[src/rtl/cpu_pkg.sv]
// Shared definitions for the ALU operand sequencer: op codes, instruction
// field positions and the sequencer state encoding.
package cpu_pkg;

  // Op codes double as the ALU mux select.
  localparam logic [2:0] OP_ADD = 3'd0;
  localparam logic [2:0] OP_SUB = 3'd1;
  localparam logic [2:0] OP_MOV = 3'd2;

  // Instruction field bit positions.
  localparam int OP_MSB      = 15;
  localparam int OP_LSB      = 13;
  localparam int RD_MSB      = 12;
  localparam int RD_LSB      = 11;
  localparam int RS_MSB      = 10;
  localparam int RS_LSB      = 9;
  localparam int IMM_SEL_BIT = 8;
  localparam int IMM_MSB     = 7;
  localparam int IMM_LSB     = 0;

  typedef enum logic [1:0] {
    ST_IDLE = 2'd0,
    ST_READ = 2'd1,
    ST_EXEC = 2'd2,
    ST_WB   = 2'd3
  } state_t;

  // Anything above MOV has no writeback.
  function automatic logic op_is_legal(input logic [2:0] op);
    return (op == OP_ADD) || (op == OP_SUB) || (op == OP_MOV);
  endfunction

endpackage

[src/rtl/regfile_4x8.sv]
// Small register file: one write port, three combinational read ports
// (destination operand, source operand, debug).
module regfile_4x8 #(
  parameter int NREGS = 4,
  parameter int W     = 8,
  parameter int AW    = $clog2(NREGS)
) (
  input  logic          clk,
  input  logic          rst_n,
  input  logic          we,
  input  logic [AW-1:0] waddr,
  input  logic [W-1:0]  wdata,
  input  logic [AW-1:0] rd_addr,
  output logic [W-1:0]  rd_data,
  input  logic [AW-1:0] rs_addr,
  output logic [W-1:0]  rs_data,
  input  logic [AW-1:0] dbg_addr,
  output logic [W-1:0]  dbg_data
);

  logic [W-1:0] regs [NREGS];

  // Storage with synchronous clear; a write is visible to readers the cycle after its edge.
  always_ff @(posedge clk) begin
    if (!rst_n) begin
      for (int i = 0; i < NREGS; i++) regs[i] <= '0;
    end else if (we) begin
      regs[waddr] <= wdata;
    end
  end

  assign rd_data  = regs[rd_addr];
  assign rs_data  = regs[rs_addr];
  assign dbg_data = regs[dbg_addr];

endmodule

[src/rtl/alu_sequencer.sv]
// Multi-cycle operand sequencer in front of the 8-bit ALU.
//
//   state | meaning
//   IDLE  | in_ready high, waiting for an instruction
//   READ  | operands read from the register file into the ALU input regs
//   EXEC  | ALU inputs stable, result captured into res_q
//   WB    | legal ops write res_q to rd and update zero; done pulses next
module alu_sequencer #(
  parameter int NREGS = 4,
  parameter int W     = 8
) (
  input  logic         clk,
  input  logic         rst_n,
  input  logic         in_valid,
  output logic         in_ready,
  input  logic [15:0]  in_instr,
  output logic [W-1:0] alu_a,
  output logic [W-1:0] alu_b,
  output logic [2:0]   alu_op,
  input  logic [W-1:0] alu_result,
  output logic         done,
  output logic         illegal,
  output logic         zero,
  input  logic [1:0]   dbg_addr,
  output logic [W-1:0] dbg_data
);
  import cpu_pkg::*;

  localparam int AW = $clog2(NREGS);

  state_t        state, state_nx;
  logic [15:0]   instr_q;
  logic [W-1:0]  res_q;
  logic          we;

  logic [2:0]    op_f;
  logic [AW-1:0] rd_f;
  logic [AW-1:0] rs_f;
  logic [W-1:0]  rd_data;
  logic [W-1:0]  rs_data;
  logic [W-1:0]  src;

  assign op_f = instr_q[OP_MSB:OP_LSB];
  assign rd_f = instr_q[RD_MSB:RD_LSB];
  assign rs_f = instr_q[RS_MSB:RS_LSB];
  assign src  = instr_q[IMM_SEL_BIT] ? instr_q[IMM_MSB:IMM_LSB] : rs_data;

  regfile_4x8 #(
    .NREGS (NREGS),
    .W     (W),
    .AW    (AW)
  ) u_regfile (
    .clk      (clk),
    .rst_n    (rst_n),
    .we       (we),
    .waddr    (rd_f),
    .wdata    (res_q),
    .rd_addr  (rd_f),
    .rd_data  (rd_data),
    .rs_addr  (rs_f),
    .rs_data  (rs_data),
    .dbg_addr (dbg_addr),
    .dbg_data (dbg_data)
  );

  // State register.
  always_ff @(posedge clk) begin
    if (!rst_n) state <= ST_IDLE;
    else        state <= state_nx;
  end

  // Next-state, handshake ready and writeback enable.
  always_comb begin
    state_nx = state;
    in_ready = 1'b0;
    we       = 1'b0;
    case (state)
      ST_IDLE: begin
        in_ready = 1'b1;
        if (in_valid) state_nx = ST_READ;
      end
      ST_READ: state_nx = ST_EXEC;
      ST_EXEC: state_nx = ST_WB;
      ST_WB: begin
        we       = op_is_legal(op_f);
        state_nx = ST_IDLE;
      end
      default: state_nx = ST_IDLE;
    endcase
  end

  // Datapath: the ALU input registers serve as the operand latches, so the
  // ALU sees them from the READ->EXEC edge and they hold afterwards.
  always_ff @(posedge clk) begin
    if (!rst_n) begin
      instr_q <= '0;
      alu_a   <= '0;
      alu_b   <= '0;
      alu_op  <= '0;
      res_q   <= '0;
      done    <= 1'b0;
      illegal <= 1'b0;
      zero    <= 1'b0;
    end else begin
      done    <= 1'b0;
      illegal <= 1'b0;
      if (state == ST_IDLE && in_valid) instr_q <= in_instr;
      if (state == ST_READ) begin
        alu_a  <= rd_data;
        alu_b  <= src;
        alu_op <= op_f;
      end
      if (state == ST_EXEC) res_q <= alu_result;
      if (state == ST_WB) begin
        done    <= 1'b1;
        illegal <= !op_is_legal(op_f);
        if (op_is_legal(op_f)) zero <= (res_q == '0);
      end
    end
  end

endmodule

[config.mk]
export PLATFORM = sky130hd
export DESIGN_NAME = alu_sequencer
export DESIGN_NICKNAME = d
export VERILOG_FILES = /design/src/rtl/cpu_pkg.sv /design/src/rtl/regfile_4x8.sv /design/src/rtl/alu_sequencer.sv
export SDC_FILE = /design/constraint.sdc
export NUM_CORES = 1
export LEC_CHECK = 0
export ABC_AREA = 1
export CAP_MARGIN = 5
export CORE_ASPECT_RATIO = 0.6
export CORE_MARGIN = 1.5
export CORE_UTILIZATION = 40
export DETAILED_ROUTE_END_ITERATION = 10
export GPL_ROUTABILITY_DRIVEN = 0
export PLACE_DENSITY = 0.7
export SYNTH_ARGS = -nofsm -noshare
export SYNTH_HDL_FRONTEND = slang
export SYNTH_HIERARCHICAL = 1
export SYNTH_SLANG_ARGS = --single-unit
[constraint.sdc]
create_clock -name clk -period 2.2 [get_ports clk]
set_input_delay 0.44 -clock clk [delete_from_list [all_inputs] [get_ports clk]]
set_output_delay 0.44 -clock clk [all_outputs]
set_load 0.005 [all_outputs]
## Word level (Yosys, flattened, before mapping)

Memories as Yosys holds them, arrays and structs flattened. A register that Yosys moved wholly into a read port is not among the register bits.
Cells that the tools add are included.

- Eq/ne operators: 6
- Reductions and logical operators: 11
- Multiplexer cells: 15

Operator list:

| cell | number |
|---|---|
| two-way mux 8 bit | 2 |
| logical NOT 8 bit | 1 |
| two-way mux 1 bit | 8 |
| two-way mux 2 bit | 4 |
| one-hot mux 2 bit (4 select lines) | 1 |
| OR reduction 8 bit | 1 |
| == test 2 bit (second input constant) | 2 |
| AND reduction 2 bit | 2 |
| == test 3 x 1 -> 1 bit (second input constant) | 1 |
| == test 3 x 2 -> 1 bit (second input constant) | 1 |
| logical NOT 3 bit | 1 |
| == test 2 x 1 -> 1 bit (second input constant) | 1 |
| logical NOT 1 bit | 2 |
| logical NOT 2 bit | 1 |
| logical OR 1 bit | 2 |
| != test 2 bit (second input constant) | 1 |
| logical AND 1 bit | 1 |

- Word-level logic and storage cells: 41
- Memory bits (writable): 32
- Memories: 1
- Bits of input ports: 29
- Register bits: 40

Memory list:

| memory | words | width | rd ports | clocked after Yosys merged registers in | wr ports | line | RTL |
|---|---|---|---|---|---|---|---|
| u_regfile.regs | 4 | 8 | 3 | 2 | 4 | regfile_4x8.sv:21 | `logic [W-1:0] regs [NREGS];` |

## Longest topological paths before layout

Gate-level depths: netlist (run 1).

- Depth after elaboration: 9
- Depth in mapped cells: 10
- Depth with buffers taken out: 8

## By module

The synthesis (run 1) kept the hierarchy.

By module, submodules not included:

| module | instances | area an instance (um2) | sequential area each (um2) | cells each |
|---|---|---|---|---|
| regfile_4x8 | 1 | 2142.1 | 960.9 | 302 |
| alu_sequencer | 1 | 1865.5 | 960.9 | 241 |

## Least setup slack after synthesis (run 1)

OpenSTA, ideal clock, no wires.

- Kind: register -> register
- From: register state[0]
- To: memory u_regfile.regs[2][0] (enable)
- Stages on the path, launching flop included: 6
- Period minus slack after synthesis: 1.860 ns
- Slack: 0.340 ns
- Arrival: 1.476 ns
- Data required time: 1.816 ns
- Buffers on the path: 0
- Path through: dfxtp_1 > ha_1 > nand3_1 > inv_1 > nand2_4 > o21ai_0

RTL lines:

| what | line | RTL |
|---|---|---|
| start, declared | alu_sequencer.sv:31 | `state_t state, state_nx;` |
| start signal, assigned | alu_sequencer.sv:69 | `else state <= state_nx;` |
| end, declared | regfile_4x8.sv:21 |  |

## Worst setup path after layout (run 1)

- From: input port dbg_addr[0]
- To: output port dbg_data[1]

- Longest elaborated chain between the ends: 1

RTL lines:

| what | line | RTL |
|---|---|---|
| start, declared | alu_sequencer.sv:24 | `input logic [1:0] dbg_addr,` |
| memory read (4 x 8 bit) | n/a |  |
| end, declared | alu_sequencer.sv:25 | `output logic [W-1:0] dbg_data` |

Every way passes these cells.

==> results of run 1 <==
final cells by class:
| type | count | area share (%) |
|---|---|---|
| Timing Repair Buffer | 70 | 13.7 |
| Tap cell | 135 | 3.40 |
| Inverter | 66 | 5.04 |
| Clock inverter | 4 | 0.907 |
| Sequential cell | 80 | 38.7 |
| Multi-Input combinational cell | 372 | 33.6 |
| Clock buffer | 12 | 4.76 |
cell families (layout without fill, tap and decap cells):
family | after synthesis | after routing | share of synthesized area, %
simple gates | 317 | 317 | 33.3
fa+ha+maj | 5 | 5 | 1.56
compound gates | 50 | 50 | 6.74
buf+inv | 91 | 152 | 10.5
flops | 80 | 80 | 48.0
cells in the final DEF, fill, tap and decap left out, drive strengths merged:
master	count
clkinv	2
nand2	152
o211ai	8
buf	11
clkdlybuf4s50	57
nor2	98
dlygate4sd2	2
nor3	9
clkinvlp	1
clkbuf	12
nand3	58
a21oi	5
o21ai	37
dfxtp	48
inv	66
bufinv	1
edfxtp	32
ha	5
where the power goes:
group          internal (mW)  switching (mW)
Clock                  0.872           0.558
Combinational          0.772            1.09
Sequential              1.87           0.218
Total                   3.52            1.87
synthesized netlist by cell type:
master and n:
nand2_1 147, nor2_1 97, inv_1 59, nand3_1 58, dfxtp_1 48, o21ai_0 36, edfxtp_1 32, buf_2 11
buf_4 9, o211ai_1 8, inv_2 7, nor3_1 7, a21oi_1 5, ha_1 5, buf_6 4, nand2_4 3
nand2_2 2, clkbuf_1 1, nor2_8 1, nor3_2 1, nor3_4 1, o21ai_1 1
state kept, by name, summed over array words and instances (netlist names):
name            count
state               2
illegal             1
instr_q            16
alu_op              3
alu_a               8
zero                1
u_regfile/regs     32
done                1
alu_b               8
res_q               8
per-stage QoR:
stage	worst slack (ns)	setup TNS (ns)	area, µm²	util [%]
after global routing	0.0430	0	4970	50.6
after detailed placement	-0.0850	-0.507	4670	47.6
after global placement	-0.0570	-0.259	4670	47.6
after CTS	0.114	0	4970	50.6
final	0.110	0	4970	50.6
after floorplan	0.340	0	4010	-
worst min-delay path: stages, from the launching register on:
cell	delay, ns
dfxtp_1	0.33
o211ai_1	0.08
inv_1	0.05
worst paths after layout:
path	startpoint	end	slack, ns	depth (start not counted)
setup reg to reg	state[0]	u_regfile/regs[0][6]	0.41	7
hold reg to reg	alu_b[5]	alu_b[5]	0.48	2
hold / removal	alu_b[5]	alu_b[5]	0.48	2
setup / recovery	dbg_addr[0]	dbg_data[1]	0.11	6
layer usage:
metal	global-route usage [%]	wire, µm	up-vias
met5	0	0	-
met2	31.2	4280	192
met1	27.6	4830	1665
met3	6.57	1010	14
li1	-	-	1824
met4	6.70	157	0
==> impl_metrics.py, run 1 <==
metrics = {
    "floorplan": {
        "fp-row-count": 28,
        "die_area_um2": 10600,
        "start_util_pct": 40.9,
        "die_w_um": 132,
        "die_h_um": 80.5,
        "core_um2": 9810,
        "pin_count": 60,
    },
    "layout": {
        "antenna_cells": 0,
        "nNetsFinal": 633,
        "fill_cells": 969,
        "layout-drive-gt1-share_pct": 6.29,
        "final-instance-count-excl-fill": 739,
        "seqCellArea_um2": 1920,
        "syn2layout_area_growth_pct": 23.9,
        "multiInputGateArea_um2": 1670,
    },
    "synthesis": {
        "yosysWarnings": 6,
        "synth_fp_nets": 577,
        "synth_area_leaders": "dfxtp_1 24%, edfxtp_1 24%, nand2_1 14%, nor2_1 9.1%, nand3_1 7.2%",
        "syn_area_per_cell_um2": 7.38,
        "yosysUniqueCellTypes": 22,
        "yosysSeqAreaShare_pct": 48.0,
        "netlist_area_um2": 4010,
        "yosysTopAreaCellShare_pct": 24.0,
        "synth-seq-cells": 80,
        "yosys.area.top_type": "dfxtp_1",
        "postSynthCellCount": 543,
    },
    "timing": {
        "skew_ns": 0.00431,
        "worst_pin_slew_ns": 0.457,
        "max_freq_ghz": 0.479,
        "fin_crit_sh_pct": 95.0,
        "rsz0062_at_grt": "no",
        "whs_ns": 0.479,
        "period_minus_slack_ns": 2.09,
        "slew_headroom_pct": 69.5,
        "setup_viol": 0,
        "hold_viol": 0,
        "slew_viol_final": 0,
    },
    "worst_setup_path": {
        "critPathRequiredTime_ns": 1.76,
        "slowest_stage": "clkdlybuf4s50_1",
        "critPathArrivalTime_ns": 1.65,
        "endpoint_kind": "output pin",
        "path_max_fanout": 8,
        "crit_type": "input pin to output pin",
        "worstSetupStartpointType": "input pin",
        "cpPeakStageDelay_ns": 0.50,
        "crit_family": "buffers and inverters",
        "critPathBufInv": 3,
        "path_cells": "dlygate4sd2_1, buf_4, nand2_1, nand3_1, nand2_1, clkdlybuf4s50_1",
        "crit_top_cell": "nand2_1",
    },
    "global_routing": {
        "track_usage_pct": 20.5,
        "antenna_found_initial": 0,
        "gr-total-overflow": 0,
        "grt_max_degree": 52,
        "grt_pass1_wl_um": 16900,
        "grt_pass1_vias": 3517,
    },
    "routing": {
        "drtAntennaViolNets": 0,
        "vias": 3695,
        "dr.pass1.iters": 5,
        "vias_per_cell": 5.00,
        "drcViolationCount": 0,
        "drt_wl_total_um": 10300,
        "drt_iter0_drc": 344,
        "wl_per_cell_um": 13.9,
    },
    "power_and_ir_drop": {
        "power.density_nw_per_um2": 1080,
        "finalPower_mw": 5.39,
        "ir_worst_vdd_mv": 0.549,
        "p_leak_nw": 2.26,
    },
    "clock_network": {
        "root_buffer": "clkbuf_16",
        "clk_pin_slew_ns": 0.06,
        "cts_made_buffers": 9,
        "htreeDepth": 3,
        "clk_latency_ns": 0.34,
        "clock_sinks": 80,
        "cts_resized": 7,
        "hold_buffers": 0,
        "cts_tree": "done",
        "clockBufferDepth": 2,
        "cts_setup_buffers": 0,
    },
    "place": {
        "port_buffers": 59,
        "dp_cells": 722,
        "hpwlAfterDp_um": 7620,
    },
    "status": {
        "status": "finished, final reports clean",
    },
    "job": {
        "cap_violations": 0,
    },
    "hold_path": {
        "min_path_type": "flop to flop",
    },
}
(Power assumes the default switching activity.)
==> run 2, diff against run 1 <==
--- a/config.mk
+++ b/config.mk
@@ -17,3 +17,4 @@
 export SYNTH_HDL_FRONTEND = slang
 export SYNTH_HIERARCHICAL = 1
 export SYNTH_SLANG_ARGS = --single-unit
+export TNS_END_PERCENT = 30
==> results of run 2 <==
Same layout as run 1: the final DEF is identical, and so are final timing and power.
==> run 3, diff against run 2 <==
--- a/config.mk
+++ b/config.mk
@@ -13,6 +13,7 @@
 export DETAILED_ROUTE_END_ITERATION = 10
 export GPL_ROUTABILITY_DRIVEN = 0
 export PLACE_DENSITY = 0.7
+export REMOVE_ABC_BUFFERS = 1
 export SYNTH_ARGS = -nofsm -noshare
 export SYNTH_HDL_FRONTEND = slang
 export SYNTH_HIERARCHICAL = 1
==> constraint.sdc (replaced) <==
create_clock -name clk -period 2 [get_ports clk]
set_input_delay 0.4 -clock clk [delete_from_list [all_inputs] [get_ports clk]]
set_output_delay 0.4 -clock clk [all_outputs]
set_load 0.005 [all_outputs]
==> run 3 against run 2 <==
Critical path depth did not move. Clock power grew 15%. Die area unchanged. First-iteration DRC count grew 19%. Sequential power is 11% higher. Final cell count increased by 0.68%. Worst hold slack improved by 0.0093 ns. Clock-buffer cell count rose by 1. Largest cell class unchanged.
==> impl_metrics.py, run 3 (synthesis gave the netlist of run 1 again) <==
metrics = {
    "timing": {
        "period_minus_slack_ns": 1.95,
        "slew_viol_final": 0,
        "rsz0062_at_grt": "no",
        "hold_viol": 0,
        "skew_ns": 0.00558,
        "fin_crit_sh_pct": 97.7,
        "worst_pin_slew_ns": 0.377,
        "max_freq_ghz": 0.512,
        "setup_viol": 0,
        "slew_headroom_pct": 74.8,
    },
    "hold_path": {
        "holdPathStages": 2,
        "min_path_type": "flop to flop",
    },
    "layout": {
        "antenna_cells": 0,
        "nNetsFinal": 638,
        "syn2layout_area_growth_pct": 26.9,
        "layout-drive-gt1-share_pct": 8.37,
        "final-instance-count-excl-fill": 744,
        "largest_reg_flops": 32,
        "top_regs": "u_regfile/regs: 32 flops, instr_q: 16 flops",
        "fin_util_pct": 51.9,
        "largest-register": "u_regfile/regs",
        "fill_cells": 944,
        "final_cell_mix": "147 x nand2_1, 97 x nor2_1, 58 x nand3_1",
        "mostFrequentLayoutCell": "nand2_1",
    },
    "global_routing": {
        "grt_pass1_wl_um": 17100,
        "gr-total-overflow": 0,
        "antenna_found_initial": 0,
        "grt_max_degree": 45,
        "grt_pass1_vias": 3560,
        "track_usage_pct": 21.0,
    },
    "worst_setup_path": {
        "crit_type": "input pin to output pin",
        "critPathRequiredTime_ns": 1.60,
        "path_max_fanout": 8,
        "r2r_cells": 8,
        "worstSetupStartpointType": "input pin",
        "critPathArrivalTime_ns": 1.55,
        "endpoint_kind": "output pin",
    },
    "power_and_ir_drop": {
        "clkPwrFrac_pct": 27.3,
        "p_sw_mw": 2.08,
        "power.density_nw_per_um2": 1190,
        "comb_power_share_pct": 34.5,
        "intPower_mw": 3.97,
        "ir_worst_vdd_mv": 0.590,
        "p_leak_nw": 2.34,
        "seqPwrFrac_pct": 38.2,
        "swShare_pct": 34.4,
    },
    "clock_network": {
        "clockBufferDepth": 2,
        "cts_tree": "done",
        "htreeDepth": 3,
        "clk_latency_ns": 0.33,
        "cts_made_buffers": 9,
        "clock_sinks": 80,
        "clk_pin_slew_ns": 0.06,
        "root_buffer": "clkbuf_16",
    },
    "floorplan": {
        "die_h_um": 80.5,
        "fp-row-count": 28,
        "die_w_um": 132,
        "die_area_um2": 10600,
        "start_util_pct": 40.9,
        "pin_count": 60,
        "core_um2": 9810,
    },
    "routing": {
        "drcViolationCount": 0,
        "vias_per_cell": 5.04,
        "wl_per_cell_um": 14.4,
        "drt_iter0_drc": 408,
        "drt_wl_total_um": 10700,
        "drtAntennaViolNets": 0,
        "vias": 3748,
        "dr.pass1.iters": 7,
    },
    "status": {
        "status": "finished, final reports clean",
    },
    "place": {
        "hpwlAfterDp_um": 7730,
        "port_buffers": 59,
        "dp_cells": 727,
    },
    "job": {
        "cap_violations": 0,
    },
}
[run 3: cell types whose count changed in the layout (fill, tap and decap cells not counted), sizes merged]
| cell | change |
|---|---|
| buf | +5 |
| clkbuf | +1 |
| clkdlybuf4s15 | +1 |
| clkdlybuf4s50 | -1 |
| clkinvlp | -1 |
| dlygate4sd2 | -1 |
| dlymetal6s2s | +1 |
[run 3: timing repair]
item,in CTS,in global routing
endpoints found under the setup margin,8,2
setup buffers,0,0
hold buffers,0,0
gates cloned,1,0
resized for setup,10,3
pin swaps,0,0
[run 3: layout make-up]
cell class | count | area [µm²] | share of cell area (%)
clock buffer | 13 | 263 | 5.16
clock inverter | 3 | 40.0 | 0.787
inverter | 66 | 250 | 4.92
multi-input combinational | 372 | 1670 | 32.8
sequential | 80 | 1920 | 37.8
tap | 135 | 169 | 3.32
timing repair buffer | 75 | 774 | 15.2
[run 3: worst max-delay path, stage by stage]
cell,delay (ns)
clkdlybuf4s15_2,0.24
buf_6,0.17
nand2_1,0.09
nand3_1,0.08
nand2_1,0.08
clkdlybuf4s50_1,0.50
[run 3: path summary, 6_finish.rpt]
path | start | end | slack (ns)
min reg2reg | instr_q[6] | instr_q[6] | 0.49
min | instr_q[6] | instr_q[6] | 0.49
max reg2reg | state[1] | u_regfile/regs[1][3] | 0.40
max | dbg_addr[0] | dbg_data[6] | 0.05
[run 3: routing by layer]
metal / part of all wire [%] / global-route usage (%)
met4: 1.6 / 10.2
met3: 9.1 / 5.30
met5: 0 / 0
met1: 46 / 27.8
met2: 43 / 32.3
[run 3: through the flow]
| stage | setup slack (ns) | hold WS (ns) | setup TNS [ns] | power (mW) | cell area, µm² |
|---|---|---|---|---|---|
| floorplan | 0.0830 | 0.455 | 0 | 3.47 | 3840 |
| global placement | -0.157 | 0.463 | -1.23 | 4.31 | 4760 |
| detailed placement | -0.189 | 0.474 | -1.35 | 4.38 | 4760 |
| CTS | 0.0520 | 0.491 | 0 | 6.05 | 5080 |
| global route | 0.00143 | 0.521 | 0 | 6.45 | 5090 |
| finish | 0.0458 | 0.488 | 0 | 6.05 | 5090 |
[run 3: power by group through the flow]
stage	clock network [mW]	logic, mW	registers [mW]
floorplan	0	1.13	2.33
global placement	0	1.99	2.32
finish	1.65	2.08	2.31
detailed placement	0	2.05	2.34
global route	1.75	2.34	2.35
CTS	1.68	2.07	2.31
